<file path="config.mk">
export PLATFORM = sky130hd
export DESIGN_NAME = lcd_cmd_seq
export DESIGN_NICKNAME = d
export VERILOG_FILES = /design/src/rtl/lcd_cmd_seq.sv
export SDC_FILE = /design/constraint.sdc
export NUM_CORES = 1
export LEC_CHECK = 0
export ABC_AREA = 1
export ABC_CLOCK_PERIOD_IN_PS = 2300
export CORE_MARGIN = 3
export CORE_UTILIZATION = 47
export CTS_CLUSTER_DIAMETER = 100
export DETAILED_ROUTE_END_ITERATION = 12
export PLACE_DENSITY = 0.75
export REMOVE_ABC_BUFFERS = 1
export SYNTH_ARGS = -nofsm -noshare
export SYNTH_HDL_FRONTEND = slang
export SYNTH_SLANG_ARGS = --single-unit
export TNS_END_PERCENT = 1
</file>
<file path="constraint.sdc">
create_clock -name clk -period 2.3 [get_ports clk]
set_clock_uncertainty 0.05 [all_clocks]
set_input_delay 0.46 -clock clk [delete_from_list [all_inputs] [get_ports clk]]
set_output_delay 0.46 -clock clk [all_outputs]
set_load 0.05 [all_outputs]
</file>
<file path="src/rtl/lcd_cmd_seq.sv">
`default_nettype none
//============================================================================
// Module   : lcd_cmd_seq
// Purpose  : Command sequencer in front of the LCD controller. Reads a
//            command script from a small synchronous ROM and hands the
//            commands to the controller one at a time. A command is issued
//            only while the controller is not busy. After the final Write
//            command, the sequencer waits for the controller's done.
//            It reports completion, the number of commands issued and a
//            sticky error flag.
// Ports    : clk, reset       - clock (rising edge), async active-high reset
//            start            - one-cycle request to run the script from 0
//            scr_a / scr_q    - script ROM address / data (1-cycle latency)
//                               scr_q[3] = last flag, scr_q[2:0] = command
//            busy / done      - controller handshake inputs
//            cmd / cmd_valid  - command code and its one-cycle strobe
//            seq_busy         - run in progress
//            seq_done/seq_err - sticky completion / error flags
//            cmd_cnt          - commands issued in the current run
// Options  : LCD_SEQ_TIMEOUT_EN - enables the TMO_CYC watchdog on every
//            waiting state. The parameter exists only in that build.
// Revision : 1.0 - initial release
//============================================================================
module lcd_cmd_seq #(
    parameter int SCR_AW = 5
`ifdef LCD_SEQ_TIMEOUT_EN
    ,
    parameter int TMO_CYC = 1023
`endif
) (
    input  logic              clk,
    input  logic              reset,
    input  logic              start,
    output logic [SCR_AW-1:0] scr_a,
    input  logic [3:0]        scr_q,
    input  logic              busy,
    input  logic              done,
    output logic [2:0]        cmd,
    output logic              cmd_valid,
    output logic              seq_busy,
    output logic              seq_done,
    output logic              seq_err,
    output logic [SCR_AW:0]   cmd_cnt
);

    typedef enum logic [2:0] {
        S_IDLE      = 3'd0,
        S_WAIT_RDY  = 3'd1,
        S_FETCH     = 3'd2,
        S_ISSUE     = 3'd3,
        S_WAIT_DONE = 3'd4,
        S_FIN       = 3'd5
    } state_t;

    localparam logic [SCR_AW-1:0] C_LAST_ADDR = {SCR_AW{1'b1}};
    localparam logic [SCR_AW-1:0] C_ADDR_ONE  = {{(SCR_AW-1){1'b0}}, 1'b1};
    localparam logic [SCR_AW:0]   C_CNT_MAX   = {1'b1, {SCR_AW{1'b0}}};
    localparam logic [SCR_AW:0]   C_CNT_ONE   = {{SCR_AW{1'b0}}, 1'b1};

    state_t r_state;

`ifdef LCD_SEQ_TIMEOUT_EN
    // The exit is taken on the edge that completes the TMO_CYC-th waiting
    // cycle, so the count is compared against TMO_CYC-1.
    localparam logic [9:0] C_TMO_LAST = 10'(TMO_CYC - 1);
    localparam logic [9:0] C_WDOG_ONE = 10'd1;
    logic [9:0] r_wdog;
`endif

    always_ff @(posedge clk or posedge reset) begin
        if (reset) begin
            r_state   <= S_IDLE;
            scr_a     <= '0;
            cmd       <= '0;
            cmd_valid <= 1'b0;
            seq_busy  <= 1'b0;
            seq_done  <= 1'b0;
            seq_err   <= 1'b0;
            cmd_cnt   <= '0;
`ifdef LCD_SEQ_TIMEOUT_EN
            r_wdog    <= '0;
`endif
        end else begin
            // The strobe lasts one cycle. cmd itself keeps its last value.
            cmd_valid <= 1'b0;
`ifdef LCD_SEQ_TIMEOUT_EN
            // Cleared by default. Only the "stay and wait" branches count.
            r_wdog    <= '0;
`endif
            case (r_state)
                // FIN accepts a restart exactly like IDLE.
                S_IDLE, S_FIN: begin
                    if (start) begin
                        scr_a    <= '0;
                        cmd_cnt  <= '0;
                        seq_done <= 1'b0;
                        seq_err  <= 1'b0;
                        seq_busy <= 1'b1;
                        r_state  <= S_WAIT_RDY;
                    end
                end

                S_WAIT_RDY: begin
                    if (!busy) begin
                        r_state <= S_FETCH;
                    end else begin
`ifdef LCD_SEQ_TIMEOUT_EN
                        if (r_wdog == C_TMO_LAST) begin
                            r_state  <= S_FIN;
                            seq_busy <= 1'b0;
                            seq_done <= 1'b1;
                            seq_err  <= 1'b1;
                        end else begin
                            r_wdog <= r_wdog + C_WDOG_ONE;
                        end
`endif
                    end
                end

                // scr_a has been stable for a cycle, so scr_q is valid in ISSUE.
                S_FETCH: begin
                    r_state <= S_ISSUE;
                end

                S_ISSUE: begin
                    if (busy) begin
`ifdef LCD_SEQ_TIMEOUT_EN
                        if (r_wdog == C_TMO_LAST) begin
                            r_state  <= S_FIN;
                            seq_busy <= 1'b0;
                            seq_done <= 1'b1;
                            seq_err  <= 1'b1;
                        end else begin
                            r_wdog <= r_wdog + C_WDOG_ONE;
                        end
`endif
                    end else begin
                        cmd       <= scr_q[2:0];
                        cmd_valid <= 1'b1;
                        if (cmd_cnt != C_CNT_MAX) begin
                            cmd_cnt <= cmd_cnt + C_CNT_ONE;
                        end
                        if (scr_q[2:0] == 3'd0) begin
                            r_state <= S_WAIT_DONE;
                        end else if (scr_q[3] || (scr_a == C_LAST_ADDR)) begin
                            // The script ran out before a Write command.
                            r_state  <= S_FIN;
                            seq_busy <= 1'b0;
                            seq_done <= 1'b1;
                            seq_err  <= 1'b1;
                        end else begin
                            scr_a   <= scr_a + C_ADDR_ONE;
                            r_state <= S_FETCH;
                        end
                    end
                end

                S_WAIT_DONE: begin
                    if (done) begin
                        r_state  <= S_FIN;
                        seq_busy <= 1'b0;
                        seq_done <= 1'b1;
                    end else begin
`ifdef LCD_SEQ_TIMEOUT_EN
                        if (r_wdog == C_TMO_LAST) begin
                            r_state  <= S_FIN;
                            seq_busy <= 1'b0;
                            seq_done <= 1'b1;
                            seq_err  <= 1'b1;
                        end else begin
                            r_wdog <= r_wdog + C_WDOG_ONE;
                        end
`endif
                    end
                end

                default: begin
                    r_state <= S_IDLE;
                end
            endcase
        end
    end

endmodule
`default_nettype wire

</file>
## After elaboration in Yosys (flattened, before gate mapping)

Cells that the tools add are included.

| word-level totals | value |
|---|---|
| logic and storage cells | 69 |
| register bits after elaboration | 21 |
| output and inout port bits | 18 |
| input port bits | 9 |

| cells by class | value |
|---|---|
| bitwise gates (word level) | 1 |
| reduce and logical (&&, ||, !) cells | 12 |
| add/sub/neg operators | 2 |
| equality and inequality tests | 15 |
| muxes and demuxes | 31 |

Operators with widths:

| kind | count |
|---|---|
| $mux W5 | 4 |
| $mux W3 | 6 |
| $mux W6 | 3 |
| $ne A2 B2 Y1 const B | 8 |
| $pmux W3 S5 | 1 |
| $mux W1 | 12 |
| $pmux W6 S2 | 1 |
| $pmux W5 S2 | 1 |
| $reduce_and A5 Y1 | 2 |
| $reduce_and A4 Y1 | 2 |
| $add A6 B1 Y6 const B | 1 |
| $eq A3 B2 Y1 const B | 2 |
| $eq A3 B3 Y1 const B | 2 |
| $logic_not A3 Y1 | 2 |
| $ne A6 B6 Y1 const B | 1 |
| $pmux W1 S3 | 2 |
| $reduce_and A6 Y1 | 1 |
| $add A5 B1 Y5 const B | 1 |
| $eq A5 B5 Y1 const B | 1 |
| $eq A3 B1 Y1 const B | 1 |
| $reduce_bool A3 Y1 | 1 |
| $pmux W1 S2 | 1 |
| $reduce_and A2 Y1 | 1 |
| $reduce_bool A2 Y1 | 1 |
| other kinds (3) | 3 |

## Logic depth before layout (Yosys ltp)

Gate-level depths: netlist of run 1.

| logic depth | value |
|---|---|
| depth after elaboration | 6 |
| gate-level depth with buffers | 12 |
| depth with buffers taken out | 12 |

## Least setup slack after synthesis of run 1

OpenSTA, ideal clock, no wires.

| timing path | value |
|---|---|
| path kind | reg-to-reg |
| start | register scr_a[0] |
| end | register scr_a[1] |
| cell stages (with the launch flop) | 13 |
| clock period less this slack | 2.025 ns |
| path slack | 0.275 ns |
| library setup time | 0.118 ns |
| data arrival time | 1.857 ns |
| data required time | 2.132 ns |
| path buffers | 0 |
| path through | dfrtp_1 -> ha_1 -> nand2_1 -> nor2_1 -> ha_1 -> nor2_1 -> nand2_1 -> nand2_1 -> nand2_1 -> nor2_4 -> inv_2 -> nand2_1 -> nand2_1 |

| on the way | value |
|---|---|
| longest elaborated chain between the ends | 5 |
| elaborated cells between the ends (all ways) | 9 |
| those cells by class | add/sub: 1; eq/ne: 2; mux: 4; reduce/logical: 2 |

RTL lines:

| element | RTL line | source |
|---|---|---|
| from (decl) | 34 | `output logic [SCR_AW-1:0] scr_a,` |
| from (signal assigned) | 152 | `scr_a <= scr_a + C_ADDR_ONE;` |
| $add A5 B1 Y5 | 152 |  |
| $mux W5 | 145 | `end else if (scr_q[3] \|\| (scr_a == C_LAST_ADDR)) begin` |
| $mux W5 | 143 | `if (scr_q[2:0] == 3'd0) begin` |
| $mux W5 | 126 | `if (busy) begin` |
| $pmux W5 S2 | 90 | `case (r_state)` |

Parallel ways exist; a longest one is shown, timed or not. The select of a mux whose other input is x is not followed.
A chain may end at the register's enable or synchronous reset.

## Final worst setup path of run 1

| timing path | value |
|---|---|
| start | register cmd_cnt[2] |
| end | output port cmd_cnt[2] |

RTL lines:

| element | RTL line | source |
|---|---|---|
| from (decl) | 43 | `output logic [SCR_AW:0] cmd_cnt` |
| from (signal assigned) | 141 | `cmd_cnt <= cmd_cnt + C_CNT_ONE;` |

No word-level cell between the ends.

==> impl_results.md, run 1 <==
- Pleak: 0.807 nW
- VDD IR max: 0.000772 V
- Post-route antenna net violation count: 0
- Req. time, crit path: 1.79 ns
- GRT Residual Overflow: 0
- PD cells: 1190 nW/um2
- Per-cell routed wire length: 12.2 um
- Sequential share of the synthesized area: 42.0%
- Fin. Hold Viols: 0
- CP Capture Type: output pin
- # clock sinks: 21
- DP HPWL: 2.07 mm
- Nets: 211
- TritonCTS buffer count: 3
- Root buffer cell: clkbuf_4
- EDFF count, synth: 0
- 1st-pass router iterations: 4
- Iteration-0 DRC Markers: 25
- Switching share of power: 52.9%
- Post-Synthesis Cells: 167
- Placement Setup Slack: 0.393 ns
- Filler Cells Inserted: 214
- HP Class: primary input to asynchronous set/reset pin
- Cell taking the most area after synthesis: dfrtp_1
- Worst Tran Pin Value: 0.509 ns
- Global-route wire length before repair: 4.83 mm
- P_int: 0.879 mW
- Crit Path Class: register to output pin
- GRT Util Overall: 18.7%
- Die height: 57.6 um
- DIE AREA: 3320 um2
- Htree depth: 1
- Synth cell types: 23
- Vias per inst: 4.98
- Peak Freq: 474 MHz
- Asr flop ratio synth: 100%
- Worst path slowest cell: clkdlybuf4s50_1
- Worst slew margin: 66.0%
- Number of post-CTS setup repair buffers: 0
- Pins Over Slew Limit: 0
- Sequential power share: 30.6%
- Top post-synthesis cells by area: dfrtp_1 42%, nand2_1 17%, nand3_1 6.8%
- Vias in the first global route: 1111
- Die Wd: 57.6 um
- Antenna cells: 0
- Max_cap viols: 0
- DRC: 0
- Total power: 1.87 mW
- CP top delay family: buffers and inverters
- Outcome: completed
- CP Data Arrival Time: 1.60 ns
- CP max FO: 6
- #FFs+latches synth: 21
- FP Rows: 18
- Tcrit/Tclk final: 91.7%
- Io pins: 27
- Clock power frac: 9.7%
- Largest net degree at the start of global routing: 22
- Sw Pwr: 0.989 mW
- Syn avg cell area: 7.49 um2
- CTS Buffer Depth: 2
- Sum of negative setup slack: 0 ns
- Cts repair resizes: 0
- Post-synth top area share: 42.0%
- RSZ-0062 raised after global routing: no
- RePlAce Congestion: 0.839
- Main synth FF type: dfrtp_1
- Initial core utilization: 50.1%
- Synth Cell Area: 1250 um2
- CTS tree: done
- DR vias: 1130
- Post-Route WL: 2.77 mm
- Final setup viols: 0
- Core Footprint: 2500 um2
- Skew-Pair Late Insertion Delay: 0.31 ns
- Worst Setup Start Kind: register
- Largest stage delay, worst path: 0.84 ns
- Tmin final: 2.11 ns
- Final worst slack: 0.191 ns
- Comb power frac: 59.8%
- Crit path buffers/inverters: 1
- Hold buffer count at cts: 0
- Layout cells sized above 1: 9.64%
- Synth warnings: 0
- Initial antenna violation count: 0
- CP Cell Sequence: clkdlybuf4s50_1
- Buffers on Ports: 26
- Worst-path clk slew: 0.12 ns
- Layout area overhead: 25.6%
flip-flops by register name, summed over array words and instances (netlist names):
register / cells
cmd: 3
cmd_cnt: 6
cmd_valid: 1
r_state: 3
scr_a: 5
seq_busy: 1
seq_done: 1
seq_err: 1
path summary, 6_finish.rpt:
path | end | slack, ns | cells after the start | start
worst max-delay path | cmd_cnt[2] | 0.19 | 1 | cmd_cnt[2]
worst min-delay path | cmd_cnt[4] | 0.44 | 3 | reset
worst max register to register | scr_a[1] | 0.39 | 12 | scr_a[0]
worst min register to register | seq_busy | 0.45 | 2 | seq_busy
max in group asynchronous | r_state[1] | 1.54 | 3 | reset
min in group clk | seq_busy | 0.45 | 2 | seq_busy
layout by cell type, fill, tap and decap left out, drive strengths merged, types with 3 or more instances in the layout:
cell type,instances
clkbuf,4
clkdlybuf4s50,26
dfrtp,21
ha,4
inv,21
nand2,62
nand3,18
nor2,21
o21ai,10
xor2,3
cells in the mapped netlist, types with 2 or more instances:
cell     instances
nand2_1         58
dfrtp_1         21
inv_1           18
nand3_1         17
nor2_1          16
o21ai_0          6
ha_1             4
inv_2            3
nand2_2          3
nor2_4           3
o21ai_1          3
xor2_1           3
nor3b_1          2
metal layers:
layer,track usage (%),share of wire [%]
met1,23.7,46
met2,32.1,49
met3,2.49,3.6
met4,6.95,1.5
met5,0,0
metrics by stage:
stage | util, % | hold WS, ns | std cells | instance area, um2
after floorplan | - | 0.387 | 165 | 1230
after global placement | 61.8 | 0.406 | 223 | 1550
after detailed placement | 61.8 | 0.417 | 223 | 1550
after CTS | 62.9 | 0.444 | 227 | 1570
after global routing | 62.9 | 0.475 | 227 | 1570
final | 62.9 | 0.436 | 227 | 1570
area by class of cell:
class | count | area, um2 | area share [%]
well taps | 30 | 37.5 | 2.39
repair buffers | 28 | 275 | 17.5
inverters | 21 | 78.8 | 5.02
flip-flops and latches | 21 | 526 | 33.4
multi-input cells | 123 | 628 | 40.0
clock buffers | 4 | 26.3 | 1.67
cells by family (layout without fill, tap and decap cells):
logic type      count (synthesis)  in the layout  synth area share [%]
xor+xnor                        3              3                  2.10
flops                          21             21                  42.0
simple gates                  104            104                  38.7
compound gates                 12             12                  5.40
fa+ha+maj                       4              4                  4.00
buf+inv                        23             53                  7.80
power groups by stage:
stage / sequential [mW] / combinational [mW] / clock (mW)
2_1_floorplan: 0.802 / 0.573 / 0
3_3_place_gp: 0.570 / 1.09 / 0
3_5_place_dp: 0.578 / 1.11 / 0
4_1_cts: 0.572 / 1.12 / 0.186
5_1_grt: 0.587 / 1.22 / 0.203
6_report: 0.571 / 1.12 / 0.180
(Power assumes the default switching activity.)
==> inputs of run 2 (changes only) <==
Settings changed: ABC_AREA 1 to not set, CELL_PAD_IN_SITES_DETAIL_PLACEMENT set to 0, CELL_PAD_IN_SITES_GLOBAL_PLACEMENT set to 1, CORE_UTILIZATION 47 to 37, CTS_CLUSTER_DIAMETER 100 to 80, PLACE_DENSITY 0.75 to not set, PLACE_DENSITY_LB_ADDON set to 0.1.
==> impl_results.md, run 2 <==
- Outcome: completed
- Initial core utilization: 40.9% (-9.2 points)
- Syn avg cell area: 9.96 um2 (+33%)
- GRT Util Overall: 14.8% (-3.9 points)
- Die Wd: 62.8 um (+9.1%)
- Initial antenna violation count: 0 (unchanged)
- Cell taking the most area after synthesis: dfrtp_1
- Post-Synthesis Cells: 120 (-28%)
- EDFF count, synth: 0 (unchanged)
- Post-layout util: 52.2% (-11 points)
- Post-route antenna net violation count: 0 (unchanged)
- Peak Freq: 467 MHz (-1.5%)
- Htree depth: 1 (unchanged)
- Fin. Hold Viols: 0 (unchanged)
- Vias in the first global route: 993 (-11%)
- Worst slew margin: 66.3% (+0.27 points)
- DR vias: 956 (-15%)
- Root buffer cell: clkbuf_4
- Finished Cell Area: 1530 um2 (-2.9%)
- Worst path slowest cell: clkdlybuf4s50_1
- Layout area overhead: 27.6%
- Nets: 164 (-22%)
- FP Rows: 19 (+1)
- GRT Residual Overflow: 0 (unchanged)
- TritonCTS buffer count: 3 (unchanged)
- CP Data Arrival Time: 1.63 ns (+0.03 ns)
- DRC: 0 (unchanged)
- Skew-Pair Late Insertion Delay: 0.32 ns (about the same)
- CP max FO: 5 (-1)
- CTS tree: done
- # clock sinks: 21 (unchanged)
- Number of flip-flops in the largest register: 6 (unchanged)
- Buffers on Ports: 26 (unchanged)
- Final setup viols: 0 (unchanged)
- M2 GR Usage: 22.5% (-9.6 points)
- Pins Over Slew Limit: 0 (unchanged)
- Largest stage delay, worst path: 0.84 ns (about the same)
- Io pins: 27 (unchanged)
- Main synth FF type: dfrtp_1
- Die height: 62.8 um (+9.1%)
- Filler Cells Inserted: 285 (+33%)
- Tmin final: 2.14 ns (+0.0330 ns)
- Asr flop ratio synth: 100% (unchanged)
- Core Footprint: 2920 um2 (+17%)
- Cells after DPL: 188 (-16%)
- Grt met3 use: 3.06% (+0.57 points)
- CTS Buffer Depth: 2 (unchanged)
- Iteration-0 DRC Markers: 27 (+8.0%)
- Largest registers: cmd_cnt (6), scr_a (5)
- Worst Setup Start Kind: register
- Layout cells sized above 1: 12.0% (+2.4 points)
- Post-synth top area share: 44.0% (+2.0 points)
- Sequential share of the synthesized area: 44.0% (+2.0 points)
- Synth cell count leaders: 21 x dfrtp_1, 21 x nand2_1, 10 x nor2_1
- HP Class: primary input to asynchronous set/reset pin
- DIE AREA: 3950 um2 (+19%)
- Total power: 1.86 mW (-0.49%)
- Largest net degree at the start of global routing: 22 (unchanged)
- Worst Tran Pin Value: 0.504 ns (-0.00409 ns)
- CP Capture Type: output pin
- Vias per inst: 4.98 (about the same)
- Layer carrying the most global-route usage: met2
- Placement Setup Slack: 0.286 ns (-0.107 ns)
- Sum of negative setup slack: 0 ns (unchanged)
- Max_cap viols: 0 (unchanged)
- RePlAce Congestion: 0.851 (+1.5%)
- Register bank with the most flops: cmd_cnt
- VDD IR max: 0.000564 V (-27%)
- DP HPWL: 1.98 mm (-4.8%)
- Global-route wire length before repair: 4.69 mm (-2.9%)
- Req. time, crit path: 1.79 ns (about the same)
- Leading cell type in the layout, fill and taps excluded: clkdlybuf4s50_1
- Synth cell types: 44 (+91%)
- Synth Cell Area: 1190 um2 (-4.5%)
- Synth warnings: 0 (unchanged)
- Per-cell routed wire length: 13.7 um (+12%)
- CP Cell Sequence: clkdlybuf4s50_1
- Antenna cells: 0 (unchanged)
- Number of post-CTS setup repair buffers: 0 (unchanged)
- Crit path buffers/inverters: 1 (unchanged)
- Placed instance area: 1500 um2 (-3.0%)
- Global Route met1 Usage: 19.8% (-3.9 points)
- RSZ-0062 raised after global routing: no
- Tcrit/Tclk final: 93.1% (+1.4 points)
- Worst-path clk slew: 0.12 ns (about the same)
- Cts repair resizes: 0 (unchanged)
- Crit Path Class: register to output pin
- PD cells: 1220 nW/um2 (+2.5%)
- Hold buffer count at cts: 0 (unchanged)
- Pleak: 0.678 nW (-16%)
- Post-Route WL: 2.63 mm (-4.9%)
- Final worst slack: 0.158 ns (-0.0330 ns)
- 1st-pass router iterations: 4 (unchanged)
- Most frequent cells in the layout: 26 x clkdlybuf4s50_1, 21 x nand2_1, 21 x dfrtp_1
- CP top delay family: buffers and inverters
- Top post-synthesis cells by area: dfrtp_1 44%, nand2_1 6.6%, ha_1 4.2%
- Post-route insts no fill: 192 (-15%)
- #FFs+latches synth: 21 (unchanged)
- Hold Worst Slack: 0.415 ns (-0.0207 ns)
==> run 2: cell count changes in the layout (fill, tap and decap cells not counted), moves of 4 or more <==
cell and change:
nor2_1 -6, nand3_1 -16, nand2_1 -37, and3_1 +4, inv_1 -13, nor3_1 +4
==> run 2: cell type report <==
type	instances	area [um2]	area share, %
clock buffer	4	26.3	1.72
inverter	6	22.5	1.48
multi-input combinational	88	601	39.4
sequential	21	526	34.5
tap	42	52.6	3.45
timing repair buffer	31	298	19.5
==> run 2: final timing paths <==
check / startpoint / end / slack (ns) / cells after the start
max reg2reg: scr_a[0] / scr_a[2] / 0.39 / 5
min: reset / seq_err / 0.41 / 3
min in group clk: cmd[1] / cmd[1] / 0.44 / 2
max in group asynchronous: reset / seq_busy / 1.57 / 3
min reg2reg: cmd[1] / cmd[1] / 0.44 / 2
max: cmd_cnt[3] / cmd_cnt[3] / 0.16 / 1
==> run 2: where the power goes <==
part           total, mW  internal, mW  switching, mW
Combinational       1.01         0.392          0.623
Sequential         0.660         0.492          0.168
Clock              0.185        0.0680          0.117
==> run 2: cells by family (layout without fill, tap and decap cells) <==
family                     Yosys count  count (layout)  synth area share [%]
muxes                                1               1                 0.838
AOI/OAI and AO/OA                   21              21                  12.7
and+or+nand+nor                     57              57                  28.3
xor gates and xnor gates             5               5                  4.29
DFF                                 21              21                  44.0
adders and majority gates            4               4                  4.19
buffers and inverters               11              41                  5.76
==> run 2: routing by layer <==
| layer | up-vias | share of wire (%) |
|---|---|---|
| met5 | - | 0 |
| met4 | 0 | 2.2 |
| met3 | 6 | 5.7 |
| met2 | 30 | 44 |
| met1 | 436 | 48 |
| li1 | 484 | - |
